**src/rtl/uc_irq_seq.sv**
```systemverilog
// Multi-channel interrupt sequencer for uc: edge-captured pending bits, enables, fixed priority, vectors.
// Optional nested preemption with an id stack when IRQ_NEST_EN is defined.
module uc_irq_seq #(
    parameter int unsigned N_IRQ       = 4,
    parameter int unsigned PC_W        = 10,
    parameter int unsigned VEC_BASE    = 'h3C0,
    parameter int unsigned VEC_STRIDE  = 4,
    parameter logic [5:0]  FNSH_OPCODE = 6'b101110,
    parameter int unsigned NEST_DEPTH  = 4
) (
    input  logic             clk,
    input  logic             reset,
    input  logic [N_IRQ-1:0] irq_req,
    input  logic             en_we,
    input  logic [N_IRQ-1:0] en_wdata,
    input  logic [5:0]       opcode,
    input  logic             instr_valid,
    output logic             take_irq,
    output logic [PC_W-1:0]  irq_vector,
    output logic             finish_irq,
    output logic             irq_active,
    output logic [3:0]       irq_id,
    output logic [N_IRQ-1:0] pending,
    output logic [N_IRQ-1:0] enable
);

    typedef enum logic [1:0] {IDLE, ENTER, SERVICE, EXIT} state_t;

    state_t           state, state_next;
    logic [N_IRQ-1:0] hist;
    logic [N_IRQ-1:0] ready;
    logic [N_IRQ-1:0] set_mask;
    logic [N_IRQ-1:0] clr_mask;
    logic [N_IRQ-1:0] win_mask;
    logic             win_valid;
    logic [3:0]       win_id;
    logic [PC_W-1:0]  win_vec;
    logic             fin;
    logic             accept;

`ifdef IRQ_NEST_EN
    localparam int unsigned SP_W = $clog2(NEST_DEPTH + 1);
    logic [3:0]      stack [NEST_DEPTH];
    logic [SP_W-1:0] sp;
    logic            stack_full;
    logic            push;
    logic            pop;
    logic [3:0]      pop_id;

    assign stack_full = (sp == SP_W'(NEST_DEPTH));

    always_comb begin
        pop_id = '0;
        for (int unsigned i = 0; i < NEST_DEPTH; i++)
            if (SP_W'(i + 1) == sp) pop_id = stack[i];
    end
`endif

    assign set_mask = irq_req & ~hist;
    assign ready    = pending & enable;
    assign fin      = instr_valid && (opcode == FNSH_OPCODE);

    // Lowest ready index wins; one-hot mask is reused to clear the accepted bit.
    always_comb begin
        win_valid = 1'b0;
        win_id    = '0;
        win_mask  = '0;
        for (int unsigned i = 0; i < N_IRQ; i++) begin
            if (ready[i] && !win_valid) begin
                win_valid   = 1'b1;
                win_id      = 4'(i);
                win_mask[i] = 1'b1;
            end
        end
    end

    assign win_vec  = PC_W'(VEC_BASE + 32'(win_id) * VEC_STRIDE);
    assign clr_mask = accept ? win_mask : '0;

    always_ff @(posedge clk or posedge reset) begin
        if (reset) state <= IDLE;
        else       state <= state_next;
    end

    always_comb begin
        state_next = state;
        accept     = 1'b0;
`ifdef IRQ_NEST_EN
        push       = 1'b0;
        pop        = 1'b0;
`endif
        unique case (state)
            IDLE: begin
                if (win_valid) begin
                    accept     = 1'b1;
                    state_next = ENTER;
                end
            end
            ENTER: state_next = SERVICE;
            SERVICE: begin
                if (fin) begin
                    state_next = EXIT;
                end
`ifdef IRQ_NEST_EN
                else if (win_valid && (win_id < irq_id) && !stack_full) begin
                    accept     = 1'b1;
                    push       = 1'b1;
                    state_next = ENTER;
                end
`endif
            end
            EXIT: begin
`ifdef IRQ_NEST_EN
                if (sp != '0) begin
                    pop        = 1'b1;
                    state_next = SERVICE;
                end else begin
                    state_next = IDLE;
                end
`else
                state_next = IDLE;
`endif
            end
            default: state_next = IDLE;
        endcase
    end

    always_comb begin
        take_irq   = (state == ENTER);
        finish_irq = (state == EXIT);
        irq_active = (state == ENTER) || (state == SERVICE);
`ifdef IRQ_NEST_EN
        if (state == EXIT && sp != '0) irq_active = 1'b1;
`endif
    end

    always_ff @(posedge clk or posedge reset) begin
        if (reset) begin
            hist    <= '0;
            pending <= '0;
            enable  <= '0;
        end else begin
            hist    <= irq_req;
            // A new edge beats the clear of the bit being accepted.
            pending <= (pending & ~clr_mask) | set_mask;
            if (en_we) enable <= en_wdata;
        end
    end

    always_ff @(posedge clk or posedge reset) begin
        if (reset) begin
            irq_id     <= '0;
            irq_vector <= '0;
        end else if (accept) begin
            irq_id     <= win_id;
            irq_vector <= win_vec;
        end
`ifdef IRQ_NEST_EN
        else if (pop) begin
            irq_id <= pop_id;
        end
`endif
    end

`ifdef IRQ_NEST_EN
    always_ff @(posedge clk or posedge reset) begin
        if (reset) begin
            sp <= '0;
            for (int unsigned i = 0; i < NEST_DEPTH; i++) stack[i] <= '0;
        end else if (push) begin
            for (int unsigned i = 0; i < NEST_DEPTH; i++)
                if (SP_W'(i) == sp) stack[i] <= irq_id;
            sp <= sp + 1'b1;
        end else if (pop) begin
            sp <= sp - 1'b1;
        end
    end
`endif

endmodule

```
**config.mk**
```make
export PLATFORM = sky130hd
export DESIGN_NAME = uc_irq_seq
export DESIGN_NICKNAME = d
export VERILOG_FILES = /design/src/rtl/uc_irq_seq.sv
export SDC_FILE = /design/constraint.sdc
export NUM_CORES = 1
export LEC_CHECK = 0
export ABC_AREA = 0
export BUFFER_PORTS_ARGS = -buffer_cell sky130_fd_sc_hd__buf_2
export CELL_PAD_IN_SITES_DETAIL_PLACEMENT = 1
export CELL_PAD_IN_SITES_GLOBAL_PLACEMENT = 2
export CORE_UTILIZATION = 27
export CTS_CLUSTER_DIAMETER = 60
export DETAILED_ROUTE_END_ITERATION = 10
export PLACE_DENSITY_LB_ADDON = 0.1
export SYNTH_ARGS = -nofsm -noshare
export SYNTH_HDL_FRONTEND = slang
export SYNTH_SLANG_ARGS = --single-unit
```
**constraint.sdc**
```tcl
create_clock -name clk -period 3.5 [get_ports clk]
set_input_delay 0.7 -clock clk [delete_from_list [all_inputs] [get_ports clk]]
set_output_delay 0.7 -clock clk [all_outputs]
set_load 0.005 [all_outputs]
```
==> impl_results.html, run 1 <==
<table>
<tr><th>Metric</th><th>Value</th></tr>
<tr><th colspan="2">Global routing</th></tr>
<tr><td>Via count of the first global-routing pass</td><td>621</td></tr>
<tr><td>Total GRT Usage</td><td>11.0%</td></tr>
<tr><td>Number of antenna violations at the first check in global routing</td><td>0</td></tr>
<tr><td>GRT overflow</td><td>0</td></tr>
<tr><td>Wire length of the first global-routing pass</td><td>2750 um</td></tr>
<tr><td>Pin count of the biggest net entering global routing</td><td>18</td></tr>
<tr><th colspan="2">Detailed routing</th></tr>
<tr><td>Total Wirelength</td><td>1590 um</td></tr>
<tr><td>Number of vias per cell</td><td>4.59</td></tr>
<tr><td>DRC errors left</td><td>4</td></tr>
<tr><td>Number of nets with antenna violations after routing</td><td>0</td></tr>
<tr><td>Wirelength per Cell</td><td>11.5 um</td></tr>
<tr><td>Number of vias in the routed layout</td><td>638</td></tr>
<tr><td>Number of DRC markers in iteration 0</td><td>15</td></tr>
<tr><td>First-pass detailed-route iteration total</td><td>7</td></tr>
<tr><th colspan="2">Placement</th></tr>
<tr><td>Cell count after placement</td><td>135</td></tr>
<tr><td>Routability-driven placement congestion ratio</td><td>0.709</td></tr>
<tr><td>IO Port Bufs</td><td>36</td></tr>
<tr><th colspan="2">Synth</th></tr>
<tr><td>FFs w/ async S/R, synth</td><td>100%</td></tr>
<tr><td>Leading register cell type out of synthesis</td><td>sky130_fd_sc_hd__dfrtp_1</td></tr>
<tr><td>Number of warnings issued by yosys</td><td>0</td></tr>
<tr><td>Synth Register Bits</td><td>17</td></tr>
<tr><td>Netlist area before placement</td><td>810 um^2</td></tr>
<tr><td>Distinct cell type count of the synthesized netlist</td><td>20</td></tr>
<tr><td>Count of mapped cells out of synthesis</td><td>74</td></tr>
<tr><td>Dominant cell type by area after synthesis</td><td>sky130_fd_sc_hd__dfrtp_1</td></tr>
<tr><td>Synthesized area divided by synthesized cell count</td><td>10.9 um^2</td></tr>
<tr><td>Post-synth EDFFs</td><td>0</td></tr>
<tr><td>Largest cells by area after synthesis</td><td>sky130_fd_sc_hd__dfrtp_1 (53%), sky130_fd_sc_hd__buf_4 (10%), sky130_fd_sc_hd__ha_1 (6.2%)</td></tr>
<tr><td>Fraction of synthesized cell area taken by the top area cell type</td><td>52.6%</td></tr>
<tr><td>Portion of the post-synthesis area used by sequential elements</td><td>52.6%</td></tr>
<tr><th colspan="2">Floorplanning</th></tr>
<tr><td>Area inside the core boundary</td><td>0.00281 mm^2</td></tr>
<tr><td>Chip Width</td><td>56.8 um</td></tr>
<tr><td>Starting density of the core</td><td>28.9%</td></tr>
<tr><td>FP Rows</td><td>19</td></tr>
<tr><td>Area enclosed by the die boundary</td><td>0.00322 mm^2</td></tr>
<tr><td>DIE HEIGHT</td><td>56.8 um</td></tr>
<tr><td>Ports placed on the boundary</td><td>43</td></tr>
<tr><th colspan="2">STA</th></tr>
<tr><td>Final hold violation count</td><td>0</td></tr>
<tr><td>Worst-margin pin slew</td><td>639 ps</td></tr>
<tr><td>Final Max Slew Viols</td><td>0</td></tr>
<tr><td>Worst slack on hold paths</td><td>431 ps</td></tr>
<tr><td>Achievable clock frequency</td><td>527 MHz</td></tr>
<tr><td>RSZ-0062 raised after global routing</td><td>no</td></tr>
<tr><td>Post-Route Skew</td><td>0.741 ps</td></tr>
<tr><td>Final setup vio count</td><td>0</td></tr>
<tr><td>Fin Setup TNS</td><td>0 ps</td></tr>
<tr><td>Worst relative slew slack</td><td>57.3%</td></tr>
<tr><td>Period utilization</td><td>54.2%</td></tr>
<tr><td>Final Critical Period</td><td>1900 ps</td></tr>
<tr><th colspan="2">Critical path</th></tr>
<tr><td>Required time of the critical path</td><td>2800 ps</td></tr>
<tr><td>Category of the most critical setup path</td><td>flop to primary output</td></tr>
<tr><td>Setup crit start kind</td><td>flop</td></tr>
<tr><td>Kind of end point of the critical path</td><td>primary output</td></tr>
<tr><td>Critical register-to-register path startpoint</td><td>state[0]</td></tr>
<tr><td>Data arrival time of the worst path</td><td>1200 ps</td></tr>
<tr><td>Number of cells traversed by the worst register-to-register path</td><td>5</td></tr>
<tr><td>Reg2reg setup slack</td><td>2000 ps</td></tr>
<tr><td>First element of the critical path</td><td>state[0]</td></tr>
<tr><td>Capture point of the worst reg-to-reg path</td><td>state[1]</td></tr>
<tr><td>Highest fanout seen on the critical path</td><td>3</td></tr>
<tr><th colspan="2">Pwr</th></tr>
<tr><td>Total power</td><td>0.635 mW</td></tr>
<tr><td>Comb pwr share</td><td>37.8%</td></tr>
<tr><td>Lkg Pwr</td><td>0.517 nW</td></tr>
<tr><td>Cell area power density</td><td>641 mW/mm^2</td></tr>
<tr><td>Clock share of power</td><td>16.0%</td></tr>
<tr><td>Peak supply drop</td><td>213 uV</td></tr>
<tr><td>Flop pwr share</td><td>46.2%</td></tr>
<tr><td>Switching pwr</td><td>0.225 mW</td></tr>
<tr><td>Switching Fraction</td><td>35.5%</td></tr>
<tr><td>Internal power component</td><td>0.410 mW</td></tr>
<tr><th colspan="2">Clocking</th></tr>
<tr><td>Number of buffers inserted by post-CTS setup repair</td><td>0</td></tr>
<tr><td>Number of buffers added to fix hold violations after cts</td><td>0</td></tr>
<tr><td>TritonCTS Buffers</td><td>3</td></tr>
<tr><td>Sinks on the clock net</td><td>17</td></tr>
<tr><td>CTS tree</td><td>built</td></tr>
<tr><td>Clk Tree Root Cell</td><td>sky130_fd_sc_hd__clkbuf_4</td></tr>
<tr><td>Maximum clock insertion buffer count</td><td>2</td></tr>
<tr><td>Clock transition time at the flip-flop clock pins of the worst setup and hold paths</td><td>90 ps</td></tr>
<tr><td>Skew-Pair Late Insertion Delay</td><td>280 ps</td></tr>
<tr><td>Post-cts repair resize count</td><td>0</td></tr>
<tr><td>Count of H-tree levels built during CTS</td><td>1</td></tr>
<tr><th colspan="2">Worst hold path</th></tr>
<tr><td>Depth of the worst hold-timing path</td><td>1</td></tr>
<tr><td>End point of the most critical hold path</td><td>pending[0]</td></tr>
<tr><td>Hold path start</td><td>hist[0]</td></tr>
<tr><td>Class of the tightest hold or removal check</td><td>flop to flop</td></tr>
<tr><th colspan="2">Run</th></tr>
<tr><td>Max-cap violations</td><td>0</td></tr>
<tr><th colspan="2">Outcome</th></tr>
<tr><td>Failing checks</td><td>DRC</td></tr>
<tr><td>Outcome</td><td>complete, but fails checks</td></tr>
<tr><th colspan="2">Layout</th></tr>
<tr><td>Count of nets after finishing</td><td>131</td></tr>
<tr><td>Share of post-route cells with drive strength above 1</td><td>39.8%</td></tr>
<tr><td>Number of standard cells in the layout, taps in and fillers out</td><td>139</td></tr>
<tr><td>Diodes inserted</td><td>0</td></tr>
<tr><td>Synth-to-Final Area Change</td><td>22.4%</td></tr>
</table>
## layout by cell type (no fill, tap or decap), types with 2 or more instances in the layout
cell type / count
sky130_fd_sc_hd__o21ai_0: 3
sky130_fd_sc_hd__inv_1: 7
sky130_fd_sc_hd__dfrtp_1: 17
sky130_fd_sc_hd__mux2_2: 4
sky130_fd_sc_hd__o21ai_1: 2
sky130_fd_sc_hd__nand4_1: 2
sky130_fd_sc_hd__ha_1: 4
sky130_fd_sc_hd__clkbuf_4: 3
sky130_fd_sc_hd__a22o_1: 5
sky130_fd_sc_hd__nand2_1: 9
sky130_fd_sc_hd__buf_2: 36
sky130_fd_sc_hd__conb_1: 6
## sequential cells by signal, summed over array words and instances, names as in the netlist
name / cells
pending: 4
enable: 4
hist: 4
state: 2
irq_vector: 3
## cells in the mapped netlist (2+ instances only)
| master | number |
|---|---|
| sky130_fd_sc_hd__o21ai_1 | 2 |
| sky130_fd_sc_hd__inv_1 | 7 |
| sky130_fd_sc_hd__dfrtp_1 | 17 |
| sky130_fd_sc_hd__o21ai_0 | 3 |
| sky130_fd_sc_hd__ha_1 | 4 |
| sky130_fd_sc_hd__a22o_1 | 5 |
| sky130_fd_sc_hd__nand2_1 | 9 |
| sky130_fd_sc_hd__nand4_1 | 2 |
| sky130_fd_sc_hd__buf_4 | 11 |
| sky130_fd_sc_hd__mux2_2 | 4 |
## logic make-up (layout without fill, tap and decap cells)
kind of cell / after synthesis / after routing / synth area share, %
and+or+nand+nor: 16 / 16 / 9.43
DFF: 17 / 17 / 52.6
AOI/OAI and AO/OA: 13 / 13 / 11.0
other: 1 / 6 / 0.463
adders and majority gates: 4 / 4 / 6.18
buffers and inverters: 18 / 47 / 13.4
muxes: 5 / 5 / 6.95
## worst max path at each step
stage	to	cells past startpoint	slack (ps)
6_report	irq_active	3	1600
5_1_grt	irq_active	3	1510
4_1_cts	irq_active	3	1570
3_5_place_dp	state[1]	5	1750
3_3_place_gp	state[1]	5	1750
2_1_floorplan	state[1]	4	1910
## layer usage
metal	part of all wire, %	vias up	GRT usage [%]
met5	0	-	0
met2	48	26	18.2
met1	44	310	13.4
met3	7.1	2	4.84
li1	-	300	-
met4	0.63	0	2.09
## critical path, cell delays in order (launching register included)
cell	delay, ps
sky130_fd_sc_hd__dfrtp_1	390
sky130_fd_sc_hd__inv_1	90
sky130_fd_sc_hd__ha_1	310
sky130_fd_sc_hd__buf_2	130
## cell type report
cell class	count	area [um^2]
fill	344	1810
sequential	17	425
multi-input combinational	44	294
timing repair buffer	36	180
tap	31	38.8
clock buffer	4	26.3
inverter	7	26.3
## metrics by stage
stage | cell area, um^2 | setup WS [ps] | utilization, %
floorplan | 828 | 1910 | -
global placement | 965 | 1750 | 34.4
detailed placement | 965 | 1750 | 34.4
CTS | 991 | 1570 | 35.3
global route | 991 | 1510 | 35.3
finish | 991 | 1600 | 35.3
## power by group through the flow
stage               Combinational [mW]  Clock [mW]  Sequential [mW]
global route                     0.274       0.117            0.304
global placement                 0.243           0            0.296
floorplan                        0.158           0            0.292
detailed placement               0.246           0            0.300
finish                           0.240       0.102            0.294
CTS                              0.248       0.109            0.296
No activity file was read; power rests on OpenSTA's default activity.
==> run 2, diff against run 1 <==
ABC_AREA = 1   (was 0)
CORE_UTILIZATION = 22   (was 27)
clock period = 1.6 ns   (was 3.5 ns; I/O delays follow)
==> impl_results.html, run 2 <==
<table>
<tr><th>Metric</th><th>Value</th></tr>
<tr><th colspan="2">Pwr</th></tr>
<tr><td>Comb pwr share</td><td>38.3% (+0.5 points)</td></tr>
<tr><td>Internal power component</td><td>0.983 mW (+140%)</td></tr>
<tr><td>Total power</td><td>1.55 mW (+140%)</td></tr>
<tr><td>Cell area power density</td><td>1420 mW/mm^2 (+120%)</td></tr>
<tr><td>Peak supply drop</td><td>357 uV (+67%)</td></tr>
<tr><td>Switching pwr</td><td>0.569 mW (+150%)</td></tr>
<tr><td>Clock share of power</td><td>21.3% (+5.3 points)</td></tr>
<tr><td>Flop pwr share</td><td>40.4% (-5.8 points)</td></tr>
<tr><td>Switching Fraction</td><td>36.7% (+1.2 points)</td></tr>
<tr><td>Lkg Pwr</td><td>0.615 nW (+19%)</td></tr>
<tr><th colspan="2">Critical path</th></tr>
<tr><td>Kind of end point of the critical path</td><td>primary output</td></tr>
<tr><td>Highest fanout seen on the critical path</td><td>4 (+1)</td></tr>
<tr><td>Data arrival time of the worst path</td><td>1180 ps (-20 ps)</td></tr>
<tr><td>Required time of the critical path</td><td>1280 ps (-1520 ps)</td></tr>
<tr><td>Category of the most critical setup path</td><td>flop to primary output</td></tr>
<tr><td>Setup crit start kind</td><td>flop</td></tr>
<tr><td>Reg2reg setup slack</td><td>320 ps (-1680 ps)</td></tr>
<tr><th colspan="2">Synth</th></tr>
<tr><td>Simple-gate portion of the synthesized area</td><td>19.9% (+10 points)</td></tr>
<tr><td>Largest cells by area after synthesis</td><td>sky130_fd_sc_hd__dfrtp_1 (49%), sky130_fd_sc_hd__buf_4 (9.5%), sky130_fd_sc_hd__nand2_1 (8.7%)</td></tr>
<tr><td>FFs w/ async S/R, synth</td><td>100% (unchanged)</td></tr>
<tr><td>Synth Register Bits</td><td>17 (unchanged)</td></tr>
<tr><td>Fraction of synthesized cell area taken by the top area cell type</td><td>49.1% (-3.5 points)</td></tr>
<tr><td>Synthesized area divided by synthesized cell count</td><td>9.03 um^2 (-17%)</td></tr>
<tr><td>Dominant cell type by area after synthesis</td><td>sky130_fd_sc_hd__dfrtp_1</td></tr>
<tr><td>Share of the synthesized area in compound gates (AO/OA/AOI/OAI)</td><td>4.04% (-6.9 points)</td></tr>
<tr><td>Number of warnings issued by yosys</td><td>0 (unchanged)</td></tr>
<tr><td>Count of mapped cells out of synthesis</td><td>96 (+30%)</td></tr>
<tr><td>Post-synth EDFFs</td><td>0 (unchanged)</td></tr>
<tr><td>Commonest cells in the synthesized netlist</td><td>sky130_fd_sc_hd__nand2_1 (20), sky130_fd_sc_hd__dfrtp_1 (17), sky130_fd_sc_hd__inv_1 (16)</td></tr>
<tr><td>Netlist area before placement</td><td>867 um^2 (+7.1%)</td></tr>
<tr><td>Portion of the post-synthesis area used by sequential elements</td><td>49.1% (-3.5 points)</td></tr>
<tr><td>Leading register cell type out of synthesis</td><td>sky130_fd_sc_hd__dfrtp_1</td></tr>
<tr><td>Most instantiated library cell after synthesis</td><td>sky130_fd_sc_hd__nand2_1</td></tr>
<tr><td>Post-synthesis share of cell area spent on full adders, half adders and majority gates</td><td>5.77% (-0.41 points)</td></tr>
<tr><td>Largest family of logic cells by synthesized area</td><td>simple AND/OR/NAND/NOR gates</td></tr>
<tr><td>Synthesized-area fraction occupied by xor and xnor cells</td><td>0% (unchanged)</td></tr>
<tr><td>Post-synthesis mux area share</td><td>3.90% (-3.1 points)</td></tr>
<tr><td>Distinct cell type count of the synthesized netlist</td><td>18 (-10%)</td></tr>
<tr><th colspan="2">STA</th></tr>
<tr><td>Fin Setup TNS</td><td>0 ps (unchanged)</td></tr>
<tr><td>Final hold violation count</td><td>0 (unchanged)</td></tr>
<tr><td>Final Critical Period</td><td>1500 ps</td></tr>
<tr><td>Final Max Slew Viols</td><td>0 (unchanged)</td></tr>
<tr><td>Period utilization</td><td>93.5%</td></tr>
<tr><td>Final setup vio count</td><td>0 (unchanged)</td></tr>
<tr><td>RSZ-0062 raised after global routing</td><td>no</td></tr>
<tr><td>Post-Route Skew</td><td>2.32 ps (+1.58 ps)</td></tr>
<tr><td>Achievable clock frequency</td><td>668 MHz</td></tr>
<tr><th colspan="2">Placement</th></tr>
<tr><td>IO Port Bufs</td><td>36 (unchanged)</td></tr>
<tr><td>Routability-driven placement congestion ratio</td><td>0.663 (-6.5%)</td></tr>
<tr><td>Half-perimeter wire length after placement</td><td>1480 um</td></tr>
<tr><td>Total cell area at the placement stage</td><td>0.00105 mm^2 (+8.9%)</td></tr>
<tr><th colspan="2">Layout</th></tr>
<tr><td>Post-route cell area</td><td>0.00110 mm^2 (+11%)</td></tr>
<tr><td>FF/Latch Area</td><td>425 um^2 (unchanged)</td></tr>
<tr><td>Multi-input gate area in the final layout</td><td>314 um^2 (+6.8%)</td></tr>
<tr><td>Synth-to-Final Area Change</td><td>26.4%</td></tr>
<tr><td>Top flop regs</td><td>enable x4, hist x4, pending x4</td></tr>
<tr><td>Count of nets after finishing</td><td>154 (+18%)</td></tr>
<tr><td>Fill cell total of the finished layout</td><td>457 (+33%)</td></tr>
<tr><td>Diodes inserted</td><td>0 (unchanged)</td></tr>
<tr><td>Share of post-route cells with drive strength above 1</td><td>38.9% (-0.88 points)</td></tr>
<tr><td>Most frequent standard cell in the layout excluding fill and tap cells</td><td>sky130_fd_sc_hd__buf_2</td></tr>
<tr><td>Leading cell types in the layout, fill and taps excluded</td><td>sky130_fd_sc_hd__buf_2 (36), sky130_fd_sc_hd__nand2_1 (20), sky130_fd_sc_hd__dfrtp_1 (17)</td></tr>
<tr><th colspan="2">Clocking</th></tr>
<tr><td>TritonCTS Buffers</td><td>3 (unchanged)</td></tr>
<tr><td>Number of buffers inserted by post-CTS setup repair</td><td>0 (unchanged)</td></tr>
<tr><td>Count of H-tree levels built during CTS</td><td>1 (unchanged)</td></tr>
<tr><td>Skew-Pair Late Insertion Delay</td><td>250 ps (-30 ps)</td></tr>
<tr><td>Clock transition time at the flip-flop clock pins of the worst setup and hold paths</td><td>70 ps (-20 ps)</td></tr>
<tr><td>Sinks on the clock net</td><td>17 (unchanged)</td></tr>
<tr><td>Clk Tree Root Cell</td><td>sky130_fd_sc_hd__clkbuf_8</td></tr>
<tr><td>Post-cts repair resize count</td><td>0 (unchanged)</td></tr>
<tr><td>Number of buffers added to fix hold violations after cts</td><td>0 (unchanged)</td></tr>
<tr><td>Maximum clock insertion buffer count</td><td>2 (unchanged)</td></tr>
<tr><td>CTS tree</td><td>built</td></tr>
<tr><th colspan="2">Floorplanning</th></tr>
<tr><td>Starting density of the core</td><td>23.3% (-5.5 points)</td></tr>
<tr><td>Area enclosed by the die boundary</td><td>0.00420 mm^2 (+30%)</td></tr>
<tr><td>FP Rows</td><td>22 (+3)</td></tr>
<tr><td>Chip Width</td><td>64.8 um (+14%)</td></tr>
<tr><td>Area inside the core boundary</td><td>0.00372 mm^2 (+32%)</td></tr>
<tr><td>Ports placed on the boundary</td><td>43 (unchanged)</td></tr>
<tr><td>DIE HEIGHT</td><td>64.8 um (+14%)</td></tr>
<tr><th colspan="2">Detailed routing</th></tr>
<tr><td>Total Wirelength</td><td>1830 um (+15%)</td></tr>
<tr><td>Wirelength per Cell</td><td>10.2 um (-11%)</td></tr>
<tr><td>Number of DRC markers in iteration 0</td><td>27 (+12)</td></tr>
<tr><td>Number of vias in the routed layout</td><td>690 (+8.2%)</td></tr>
<tr><td>Number of vias per cell</td><td>3.85 (-16%)</td></tr>
<tr><td>First-pass detailed-route iteration total</td><td>2 (-5)</td></tr>
<tr><td>DRC errors left</td><td>0 (-4)</td></tr>
<tr><td>Number of nets with antenna violations after routing</td><td>0 (unchanged)</td></tr>
<tr><th colspan="2">Worst hold path</th></tr>
<tr><td>Class of the tightest hold or removal check</td><td>primary input to async pin</td></tr>
<tr><th colspan="2">Global routing</th></tr>
<tr><td>Number of antenna violations at the first check in global routing</td><td>0 (unchanged)</td></tr>
<tr><td>Total GRT Usage</td><td>9.65% (-1.4 points)</td></tr>
<tr><td>Pin count of the biggest net entering global routing</td><td>18 (unchanged)</td></tr>
<tr><td>Wire length of the first global-routing pass</td><td>3010 um (+9.5%)</td></tr>
<tr><td>Via count of the first global-routing pass</td><td>667 (+7.4%)</td></tr>
<tr><td>GRT overflow</td><td>0 (unchanged)</td></tr>
<tr><th colspan="2">Run</th></tr>
<tr><td>Max-cap violations</td><td>0 (unchanged)</td></tr>
<tr><th colspan="2">Outcome</th></tr>
<tr><td>Outcome</td><td>finished clean</td></tr>
</table>
==> run 2: cell types whose count changed in the layout (fill, tap and decap cells not counted), sizes merged, moves of 2 or more <==
cell,before,now
nand2,9,25
inv,7,17
a22o,5,0
mux2,5,3
nand3,1,3
nand3b,0,2
nor2,1,3
o21ai,5,7
==> run 2: per-stage QoR <==
stage	instances	worst slack (ps)	utilization, %	hold slack, ps
final	179	104	29.5	58.1
after global routing	179	23.3	29.5	80.0
after CTS	179	83.0	29.5	68.7
after detailed placement	175	301	28.3	346
after global placement	175	337	28.3	347
after floorplan	101	452	-	246
==> run 2: worst max-delay path: stages, from the launching register on <==
cell	delay [ps]
sky130_fd_sc_hd__dfrtp_1	400
sky130_fd_sc_hd__inv_1	80
sky130_fd_sc_hd__ha_1	310
sky130_fd_sc_hd__buf_2	130
==> run 2: cell type report <==
class | count | area share (%)
tap | 48 | 5.48
sequential | 17 | 38.8
inverter | 17 | 5.82
clock buffer | 4 | 4.11
multi-input combinational | 56 | 28.7
timing repair buffer | 37 | 17.1
==> run 2: worst paths after layout <==
| kind | cells after the start | endpoint | from |
|---|---|---|---|
| max reg2reg | 5 | pending[3] | state[0] |
| min | 3 | hist[1] | reset |
| min reg2reg | 1 | pending[2] | hist[2] |
| max in group asynchronous | 3 | hist[3] | reset |
| min in group clk | 1 | hist[1] | irq_req[1] |
| max | 3 | irq_active | state[0] |
==> run 2: cells by family after synthesis <==
logic type / after synthesis
and+or+nand+nor: 36
buffers and inverters: 28
DFF: 17
AOI/OAI and AO/OA: 7
adders and majority gates: 4
muxes: 3
other: 1
==> run 2: metal layers <==
layer	GRT usage (%)	part of all wire (%)
met4	6.67	2.6
met3	2.46	6.0
met5	0	0
met1	12.1	47
met2	14.3	44
==> run 2: power by group through the flow <==
stage	clock network, mW	logic (mW)	registers, mW
after floorplan	0	0.405	0.628
after global placement	0	0.623	0.625
after detailed placement	0	0.614	0.640
after CTS	0.340	0.618	0.633
after global routing	0.362	0.695	0.645
final	0.330	0.594	0.628
==> run 3, diff against run 2 <==
--- a/constraint.sdc
+++ b/constraint.sdc
@@ -3,2 +3,2 @@
 set_output_delay 0.32 -clock clk [all_outputs]
-set_load 0.005 [all_outputs]
+set_load 0.01 [all_outputs]
==> impl_results.html, run 3 (synthesized netlist as in run 2, its figures left out) <==
<table>
<tr><th>Metric</th><th>Value</th></tr>
<tr><th colspan="2">Floorplanning</th></tr>
<tr><td>FP Rows</td><td>22 (unchanged)</td></tr>
<tr><td>Area enclosed by the die boundary</td><td>0.00420 mm^2 (unchanged)</td></tr>
<tr><td>Chip Width</td><td>64.8 um (unchanged)</td></tr>
<tr><td>Ports placed on the boundary</td><td>43 (unchanged)</td></tr>
<tr><td>Starting density of the core</td><td>23.3% (unchanged)</td></tr>
<tr><td>DIE HEIGHT</td><td>64.8 um (unchanged)</td></tr>
<tr><td>Area inside the core boundary</td><td>0.00372 mm^2 (unchanged)</td></tr>
<tr><th colspan="2">Detailed routing</th></tr>
<tr><td>Number of nets with antenna violations after routing</td><td>0 (unchanged)</td></tr>
<tr><td>M1 wire length</td><td>796 um (-7.1%)</td></tr>
<tr><td>Number of vias in the routed layout</td><td>677 (-1.9%)</td></tr>
<tr><td>Highest layer used for signal routing</td><td>met3</td></tr>
<tr><td>Number of vias per cell</td><td>3.78 (-1.9%)</td></tr>
<tr><td>First-pass detailed-route iteration total</td><td>3 (+1)</td></tr>
<tr><td>Total Wirelength</td><td>1740 um (-4.7%)</td></tr>
<tr><td>Number of DRC markers in iteration 0</td><td>22 (-19%)</td></tr>
<tr><td>Wirelength per Cell</td><td>9.72 um (-4.7%)</td></tr>
<tr><td>Detailed route wirelength on metal3</td><td>119 um (+8.2%)</td></tr>
<tr><td>Met2 wire length</td><td>825 um (+1.9%)</td></tr>
<tr><td>DRC errors left</td><td>0 (unchanged)</td></tr>
<tr><th colspan="2">Placement</th></tr>
<tr><td>Half-perimeter wire length after placement</td><td>1490 um (+0.89%)</td></tr>
<tr><td>Placement Setup Slack</td><td>287 ps (-14.1 ps)</td></tr>
<tr><td>Total cell area at the placement stage</td><td>0.00105 mm^2 (unchanged)</td></tr>
<tr><td>Routability-driven placement congestion ratio</td><td>0.719 (+8.5%)</td></tr>
<tr><td>IO Port Bufs</td><td>36 (unchanged)</td></tr>
<tr><th colspan="2">Clocking</th></tr>
<tr><td>Skew-Pair Late Insertion Delay</td><td>240 ps (about the same)</td></tr>
<tr><td>CTS tree</td><td>built</td></tr>
<tr><td>Number of buffers added to fix hold violations after cts</td><td>0 (unchanged)</td></tr>
<tr><td>Count of H-tree levels built during CTS</td><td>1 (unchanged)</td></tr>
<tr><td>Sinks on the clock net</td><td>17 (unchanged)</td></tr>
<tr><td>Clock transition time at the flip-flop clock pins of the worst setup and hold paths</td><td>60 ps (about the same)</td></tr>
<tr><td>Maximum clock insertion buffer count</td><td>2 (unchanged)</td></tr>
<tr><td>Number of buffers inserted by post-CTS setup repair</td><td>0 (unchanged)</td></tr>
<tr><td>Post-cts repair resize count</td><td>0 (unchanged)</td></tr>
<tr><td>Clk Tree Root Cell</td><td>sky130_fd_sc_hd__clkbuf_8</td></tr>
<tr><td>TritonCTS Buffers</td><td>3 (unchanged)</td></tr>
<tr><th colspan="2">Critical path</th></tr>
<tr><td>Setup crit start kind</td><td>flop</td></tr>
<tr><td>Reg2reg setup slack</td><td>300 ps (-20 ps)</td></tr>
<tr><td>Worst path bufs/invs</td><td>2 (unchanged)</td></tr>
<tr><td>Slowest Stage Delay on Critical Path</td><td>400 ps (about the same)</td></tr>
<tr><td>Worst path top cell family by delay</td><td>flip-flops</td></tr>
<tr><td>Cell at the slowest stage of the critical path</td><td>sky130_fd_sc_hd__dfrtp_1</td></tr>
<tr><td>Kind of end point of the critical path</td><td>primary output</td></tr>
<tr><td>Data arrival time of the worst path</td><td>1180 ps (about the same)</td></tr>
<tr><td>Required time of the critical path</td><td>1280 ps (about the same)</td></tr>
<tr><td>Crit path cell chain</td><td>inv_1 -&gt; ha_1 -&gt; buf_2</td></tr>
<tr><td>Highest fanout seen on the critical path</td><td>4 (unchanged)</td></tr>
<tr><td>Category of the most critical setup path</td><td>flop to primary output</td></tr>
<tr><th colspan="2">STA</th></tr>
<tr><td>Final setup vio count</td><td>0 (unchanged)</td></tr>
<tr><td>Final Max Slew Viols</td><td>0 (unchanged)</td></tr>
<tr><td>Achievable clock frequency</td><td>665 MHz (-0.50%)</td></tr>
<tr><td>Setup slack of the critical path after layout</td><td>96.3 ps (-7.45 ps)</td></tr>
<tr><td>Final Critical Period</td><td>1500 ps (+7.45 ps)</td></tr>
<tr><td>Period utilization</td><td>94.0% (+0.47 points)</td></tr>
<tr><td>Fin Setup TNS</td><td>0 ps (unchanged)</td></tr>
<tr><td>Final hold violation count</td><td>0 (unchanged)</td></tr>
<tr><td>RSZ-0062 raised after global routing</td><td>no</td></tr>
<tr><td>Post-Route Skew</td><td>1.31 ps (-1.00 ps)</td></tr>
<tr><th colspan="2">Global routing</th></tr>
<tr><td>GRT overflow</td><td>0 (unchanged)</td></tr>
<tr><td>Number of antenna violations at the first check in global routing</td><td>0 (unchanged)</td></tr>
<tr><td>Via count of the first global-routing pass</td><td>698 (+4.6%)</td></tr>
<tr><td>Total GRT Usage</td><td>9.23% (-0.42 points)</td></tr>
<tr><td>Pin count of the biggest net entering global routing</td><td>18 (unchanged)</td></tr>
<tr><td>Wire length of the first global-routing pass</td><td>2970 um (-1.2%)</td></tr>
<tr><th colspan="2">Layout</th></tr>
<tr><td>Fill cell total of the finished layout</td><td>475 (+3.9%)</td></tr>
<tr><td>Most frequent standard cell in the layout excluding fill and tap cells</td><td>sky130_fd_sc_hd__buf_2</td></tr>
<tr><td>Count of nets after finishing</td><td>154 (unchanged)</td></tr>
<tr><td>Multi-input gate area in the final layout</td><td>314 um^2 (unchanged)</td></tr>
<tr><td>Diodes inserted</td><td>0 (unchanged)</td></tr>
<tr><td>Share of post-route cells with drive strength above 1</td><td>38.9% (unchanged)</td></tr>
<tr><td>Util after Layout</td><td>29.5% (unchanged)</td></tr>
<tr><td>Synth-to-Final Area Change</td><td>26.4% (unchanged)</td></tr>
<tr><td>FF/Latch Area</td><td>425 um^2 (unchanged)</td></tr>
<tr><td>Top flop regs</td><td>enable x4, hist x4, pending x4</td></tr>
<tr><td>Post-route cell area</td><td>0.00110 mm^2 (unchanged)</td></tr>
<tr><td>Leading cell types in the layout, fill and taps excluded</td><td>sky130_fd_sc_hd__buf_2 (36), sky130_fd_sc_hd__nand2_1 (20), sky130_fd_sc_hd__dfrtp_1 (17)</td></tr>
<tr><th colspan="2">Pwr</th></tr>
<tr><td>Cell area power density</td><td>1450 mW/mm^2 (+2.7%)</td></tr>
<tr><td>Lkg Pwr</td><td>0.615 nW (unchanged)</td></tr>
<tr><td>Peak supply drop</td><td>404 uV (+13%)</td></tr>
<tr><th colspan="2">Worst hold path</th></tr>
<tr><td>Class of the tightest hold or removal check</td><td>primary input to async pin</td></tr>
<tr><th colspan="2">Outcome</th></tr>
<tr><td>Outcome</td><td>finished clean</td></tr>
<tr><th colspan="2">Run</th></tr>
<tr><td>Max-cap violations</td><td>0 (unchanged)</td></tr>
</table>
run 3: layer usage:
| layer | vias to the layer above | track usage [%] |
|---|---|---|
| met3 | 0 | 3.70 |
| met2 | 26 | 15.1 |
| li1 | 346 | - |
| met1 | 305 | 11.4 |
| met4 | 0 | 1.67 |
| met5 | - | 0 |
run 3: area by class of cell:
cell class / instances / share of cell area (%)
multi-input combinational: 56 / 28.7
timing repair buffer: 37 / 17.1
sequential: 17 / 38.8
clock buffer: 4 / 4.11
tap: 48 / 5.48
inverter: 17 / 5.82
run 3: report_power, final:
part / leakage (nW) / switching (mW) / total, mW / internal, mW
clock: 0.0228 / 0.131 / 0.307 / 0.176
combinational: 0.401 / 0.387 / 0.659 / 0.272
sequential: 0.191 / 0.0905 / 0.629 / 0.538
total: 0.615 / 0.609 / 1.59 / 0.986
run 3: final timing paths:
kind	cells past startpoint	startpoint	to
min in group clk	1	irq_req[1]	hist[1]
hold reg to reg	1	hist[1]	pending[1]
setup reg to reg	5	state[0]	pending[3]
setup / recovery	3	state[0]	irq_active
max in group asynchronous	3	reset	hist[2]
hold / removal	3	reset	hist[1]
run 3: stage by stage:
stage / cells / hold WS, ps / power, mW
6_report: 179 / 73.0 / 1.59
3_5_place_dp: 175 / 344 / 1.32
2_1_floorplan: 101 / 246 / 1.10
4_1_cts: 179 / 75.9 / 1.64
5_1_grt: 179 / 109 / 1.74
3_3_place_gp: 175 / 348 / 1.31
run 3: worst register-to-register path, stage by stage (launching register included):
cell                      delay [ps]
sky130_fd_sc_hd__dfrtp_1         420
sky130_fd_sc_hd__inv_1           100
sky130_fd_sc_hd__ha_1            290
sky130_fd_sc_hd__inv_2            70
sky130_fd_sc_hd__nor3_2          200
sky130_fd_sc_hd__o21ai_0         110
